File: config.mk
export PLATFORM = sky130hd
export DESIGN_NAME = hazard_unit_mdu
export DESIGN_NICKNAME = d
export VERILOG_FILES = /design/src/rtl/hazard_unit_mdu.sv
export SDC_FILE = /design/constraint.sdc
export NUM_CORES = 1
export LEC_CHECK = 0
export ABC_AREA = 1
export CAP_MARGIN = 40
export CORE_MARGIN = 10
export CORE_UTILIZATION = 35
export DETAILED_ROUTE_END_ITERATION = 16
export DONT_BUFFER_PORTS = 1
export SKIP_CTS_REPAIR_TIMING = 1
export SLEW_MARGIN = 20
export SYNTH_ARGS = -nofsm -noshare
export SYNTH_HDL_FRONTEND = slang
export SYNTH_SLANG_ARGS = --single-unit
export TNS_END_PERCENT = 5
File: constraint.sdc
create_clock -name clk -period 1.89 [get_ports clk]
set_clock_uncertainty 0.05 [all_clocks]
set_input_delay 0.189 -clock clk [delete_from_list [all_inputs] [get_ports clk]]
set_output_delay 0.189 -clock clk [all_outputs]
set_load 0.01 [all_outputs]
File: src/rtl/hazard_unit_mdu.sv
// Hazard unit for the 5-stage MIPS pipeline (F/D/E/M/W), Tuse/Tnew based.
// Ports:
//   clk, reset (async, active-low)
//   rs_D/rt_D, tuse_rs_D/tuse_rt_D   : D-stage sources and their consumption time
//   rs_E/rt_E, rt_M                  : later-stage sources needing forwarding
//   wa_E/wa_M/wa_W, tnew_E/tnew_M    : in-flight destinations and their readiness
//   md_use_D, md_start_E, md_is_div_E: multiply/divide unit control
//   stall, flush_E                   : combinational pipeline freeze / bubble
//   fwd_*                            : combinational forwarding selects
//   md_busy, stall_count             : MDU occupancy and saturating stall counter
module hazard_unit_mdu #(
    parameter int unsigned AW          = 5,
    parameter int unsigned MULT_CYCLES = 5,
    parameter int unsigned DIV_CYCLES  = 10,
    parameter int unsigned PERF_W      = 32
) (
    input  logic              clk,
    input  logic              reset,
    input  logic [AW-1:0]     rs_D,
    input  logic [AW-1:0]     rt_D,
    input  logic [1:0]        tuse_rs_D,
    input  logic [1:0]        tuse_rt_D,
    input  logic [AW-1:0]     rs_E,
    input  logic [AW-1:0]     rt_E,
    input  logic [AW-1:0]     rt_M,
    input  logic [AW-1:0]     wa_E,
    input  logic [AW-1:0]     wa_M,
    input  logic [AW-1:0]     wa_W,
    input  logic [1:0]        tnew_E,
    input  logic              tnew_M,
    input  logic              md_use_D,
    input  logic              md_start_E,
    input  logic              md_is_div_E,
    output logic              stall,
    output logic              flush_E,
    output logic [1:0]        fwd_rs_D,
    output logic [1:0]        fwd_rt_D,
    output logic [1:0]        fwd_rs_E,
    output logic [1:0]        fwd_rt_E,
    output logic              fwd_rt_M,
    output logic              md_busy,
    output logic [PERF_W-1:0] stall_count
);

    localparam int unsigned MAX_CYC = (MULT_CYCLES > DIV_CYCLES) ? MULT_CYCLES : DIV_CYCLES;
    localparam int unsigned CW      = $clog2(MAX_CYC + 1);

    logic [CW-1:0]     r_md_cnt;
    logic [PERF_W-1:0] r_stall_cnt;
    logic              w_stall_rs;
    logic              w_stall_rt;
    logic              w_stall_md;
    logic              w_stall;

    // Stall when the producer's result arrives later than the consumer needs it.
    function automatic logic src_stall(input logic [AW-1:0] a, input logic [1:0] tuse,
                                       input logic [AW-1:0] we, input logic [1:0] tne,
                                       input logic [AW-1:0] wm, input logic tnm);
        logic hit_e;
        logic hit_m;
        hit_e = (a == we) && (tuse < tne);
        hit_m = (a == wm) && (tuse < {1'b0, tnm});
        return (a != '0) && (hit_e || hit_m);
    endfunction

    // D-stage select: a matching but unready nearer stage blocks older stages.
    function automatic logic [1:0] fwd_d(input logic [AW-1:0] a,
                                         input logic [AW-1:0] we, input logic [1:0] tne,
                                         input logic [AW-1:0] wm, input logic tnm,
                                         input logic [AW-1:0] ww);
        logic [1:0] sel;
        sel = 2'd0;
        if (a != '0) begin
            if (a == we)      sel = (tne == 2'd0) ? 2'd1 : 2'd0;
            else if (a == wm) sel = (!tnm) ? 2'd2 : 2'd0;
            else if (a == ww) sel = 2'd3;
        end
        return sel;
    endfunction

    // E-stage select, same nearest-producer rule over M and W.
    function automatic logic [1:0] fwd_e(input logic [AW-1:0] a,
                                         input logic [AW-1:0] wm, input logic tnm,
                                         input logic [AW-1:0] ww);
        logic [1:0] sel;
        sel = 2'd0;
        if (a != '0) begin
            if (a == wm)      sel = (!tnm) ? 2'd1 : 2'd0;
            else if (a == ww) sel = 2'd2;
        end
        return sel;
    endfunction

    // Combinational stall/flush and forwarding selects.
    always_comb begin
        w_stall_rs = src_stall(rs_D, tuse_rs_D, wa_E, tnew_E, wa_M, tnew_M);
        w_stall_rt = src_stall(rt_D, tuse_rt_D, wa_E, tnew_E, wa_M, tnew_M);
        w_stall_md = md_use_D && ((r_md_cnt != '0) || md_start_E);
        w_stall    = w_stall_rs || w_stall_rt || w_stall_md;
    end

    assign stall    = w_stall;
    assign flush_E  = w_stall;
    assign fwd_rs_D = fwd_d(rs_D, wa_E, tnew_E, wa_M, tnew_M, wa_W);
    assign fwd_rt_D = fwd_d(rt_D, wa_E, tnew_E, wa_M, tnew_M, wa_W);
    assign fwd_rs_E = fwd_e(rs_E, wa_M, tnew_M, wa_W);
    assign fwd_rt_E = fwd_e(rt_E, wa_M, tnew_M, wa_W);
    assign fwd_rt_M = (rt_M != '0) && (rt_M == wa_W);

    // MDU busy counter; a new start always reloads (last start wins).
    always_ff @(posedge clk or negedge reset) begin
        if (!reset) begin
            r_md_cnt <= '0;
        end else if (md_start_E) begin
            r_md_cnt <= md_is_div_E ? CW'(DIV_CYCLES) : CW'(MULT_CYCLES);
        end else if (r_md_cnt != '0) begin
            r_md_cnt <= r_md_cnt - CW'(1);
        end
    end

    assign md_busy = (r_md_cnt != '0);

    // Saturating count of stalled cycles.
    always_ff @(posedge clk or negedge reset) begin
        if (!reset) begin
            r_stall_cnt <= '0;
        end else if (w_stall && (r_stall_cnt != '1)) begin
            r_stall_cnt <= r_stall_cnt + PERF_W'(1);
        end
    end

    assign stall_count = r_stall_cnt;

endmodule

==> flow_summary.json <==
{
  "cts_sinks": 36,
  "yosysWarningCount": 0,
  "cts_max_path_buffers": 2,
  "fin_ws_ps": -47.1,
  "synthFlopType": "dfrtp_1",
  "first_pass_iters": 4,
  "clk_pin_slew_ps": 70,
  "clk-insertion-delay-late_ps": 280,
  "grt_max_degree": 37,
  "rr_endpoint": "stall_count[2]$_DFFE_PN0P_",
  "drcViolationCount": 0,
  "layout.nets": 628,
  "async_reset_ff_share_pct": 100,
  "portBuffers": 0,
  "yosysMostFrequentCell": "nand2_1",
  "ys_seq_area_share_pct": 26.9,
  "core-area_sq_um": 9280,
  "syn_nets": 580,
  "place_congestion": 0.934,
  "die_x_microns": 118,
  "start_util_pct": 36.1,
  "root_buffer": "clkbuf_8",
  "cpPeakStageDelay_ps": 390,
  "r2r_start": "r_md_cnt[0]$_DFFE_PN0N_",
  "synth_edf_count": 0,
  "cts_buffers": 5,
  "wl_per_cell_microns": 14.9,
  "hold_viol_final": 0,
  "reg2reg_slack_ps": 50,
  "met1_usage_pct": 17.5,
  "io_pins": 96,
  "r2r.worst_path.cells": 13,
  "cp_slowest_cell": "dfrtp_1",
  "synthTopCellsByCount": "nand2_1, nor2_1, inv_1, nand3_1, dfrtp_1",
  "dp_hpwl_microns": 8590,
  "vias": 3474,
  "diodes": 0,
  "period_needed_ps": 1940,
  "synth.top_cell.area_share_pct": 26.9,
  "grt_use_total_pct": 14.6,
  "crit_path_start": "r_md_cnt[0]$_DFFE_PN0N_",
  "grt_pass1_vias": 3380,
  "ant_nets": 0,
  "rsz0062_at_grt": "true",
  "synthesis.area_sq_um": 3350,
  "routed_via_density": 4.96,
  "antenna_found_initial": 0,
  "avgSynthCellArea_sq_um": 6.41,
  "drv_slew": 0,
  "ir_worst_vdd_mv": 0.271,
  "maxCapViolations": 0,
  "grt_pass1_wl_microns": 17200,
  "tightest_slew_ps": 659,
  "cts_tree": "yes",
  "drt_wl_total_microns": 10400,
  "violations": "setup timing",
  "worstPathRequired_ps": 1650,
  "status": "complete, but fails checks",
  "synth_area_leaders": "dfrtp_1, nand2_1, xor2_1, xnor2_1, nand3_1",
  "fin_crit_sh_pct": 102,
  "rows": 35,
  "place_ws_ps": -18.5,
  "crit_path_cell_trace": "inv_2 > ha_4 > nand2_2 > nor2_1 > inv_1 > nor2_2 > inv_2 > nand2_2 > nand3_4 > buf_8",
  "critPathMaxFanout": 5,
  "start_kind": "register",
  "met3_usage_pct": 3.84,
  "htreeDepth": 2,
  "hp-class": "in -> reg",
  "drive_gt1_share_pct": 14.0,
  "overflow": 0,
  "ys_types": 29,
  "endpoint": "stall",
  "die_h_microns": 118,
  "grt_util_met2_pct": 24.7,
  "p_leak_nw": 2.00,
  "max_freq_mhz": 516,
  "ys_ff_latch": 36,
  "syn_inst": 523,
  "critPathArrivalTime_ps": 1700,
  "final_area_sq_um": 4050,
  "slew_headroom_pct": 55.6,
  "place_area_sq_um": 3770,
  "area_growth_pct": 20.7,
  "path_class": "reg -> out",
  "dieArea_sq_um": 13900,
  "endpoint_kind": "primary output",
  "grt_busiest_layer": "met2",
  "setup_viol": 2,
  "drt_iter0_markers": 217,
  "synth_area_leader_cell": "dfrtp_1",
  "power_density_nw_per_um2": 535
}
-- layout by cell type, fill, tap and decap left out, drive strengths merged, types with 2 or more instances in the layout --
cell	n
a21oi	8
and3	3
buf	53
clkbuf	9
dfrtp	36
dlygate4sd3	3
ha	5
inv	53
nand2	171
nand3	47
nand3b	3
nand4	16
nor2	56
nor3	27
nor3b	2
nor4	5
o21ai	5
or2	2
xnor2	30
xor2	35
-- worst min path at each step --
stage | from | cells after the start | slack [ps] | to
6_report | md_start_E | 2 | 10 | r_md_cnt[0]$_DFFE_PN0N_
4_1_cts | reset | 0 | -470 | stall_count[4]$_DFFE_PN0P_
2_1_floorplan | reset | 0 | -160 | r_md_cnt[0]$_DFFE_PN0N_
3_3_place_gp | reset | 0 | -150 | stall_count[16]$_DFFE_PN0P_
5_1_grt | md_start_E | 3 | 30 | r_md_cnt[3]$_DFFE_PN0N_
3_5_place_dp | reset | 0 | -160 | stall_count[16]$_DFFE_PN0P_
-- through the flow --
step	TNS, ps	util (%)	power (W)	cells	hold slack, ps
2_1_floorplan	0	-	0.00132	523	-157
3_3_place_gp	0	40.6	0.00151	681	-155
3_5_place_dp	-200	40.6	0.00152	681	-155
4_1_cts	-1350	41.5	0.00210	689	-470
5_1_grt	-2190	43.6	0.00231	701	25.5
6_report	-93.9	43.6	0.00216	701	11.0
-- state kept, by name (all words and copies together), names as in the netlist --
signal / count
stall_count: 32
r_md_cnt: 4
-- power by group --
group          internal (W)  switching, W  total [W]
Sequential         0.000833     0.0000729   0.000906
Clock              0.000297      0.000267   0.000564
Combinational      0.000330      0.000364   0.000694
-- area by class of cell --
type,instances,area (sq um)
Tap cell,129,161
Timing Repair Buffer,57,480
Fill cell,997,5240
Clock buffer,8,90.1
Sequential cell,36,901
Multi-Input combinational cell,418,2210
Inverter,53,199
-- logic make-up after synthesis --
kind of cell	Yosys count	synth area share, %
AND/OR/NAND/NOR	333	43.4
buffers and inverters	69	8.44
XOR/XNOR	65	17.0
flip-flops	36	26.9
AO/OA/AOI/OAI	15	2.39
adder cells (fa/ha/maj)	5	1.87
-- worst max-delay path, delay by kind of cell, from the launching register on --
kind / cells / cell delay (ps)
adders and majority gates: 1 / 130
and+or+nand+nor: 5 / 490
DFF: 1 / 390
buffers and inverters: 4 / 400
-- routing by layer --
metal,vias up,part of all wire [%],wire length (microns)
met1,1611,44,4600
li1,1761,-,-
met5,-,0,0
met3,12,6.5,678
met4,0,1.7,173
met2,90,48,4990
(Power assumes the default switching activity.)
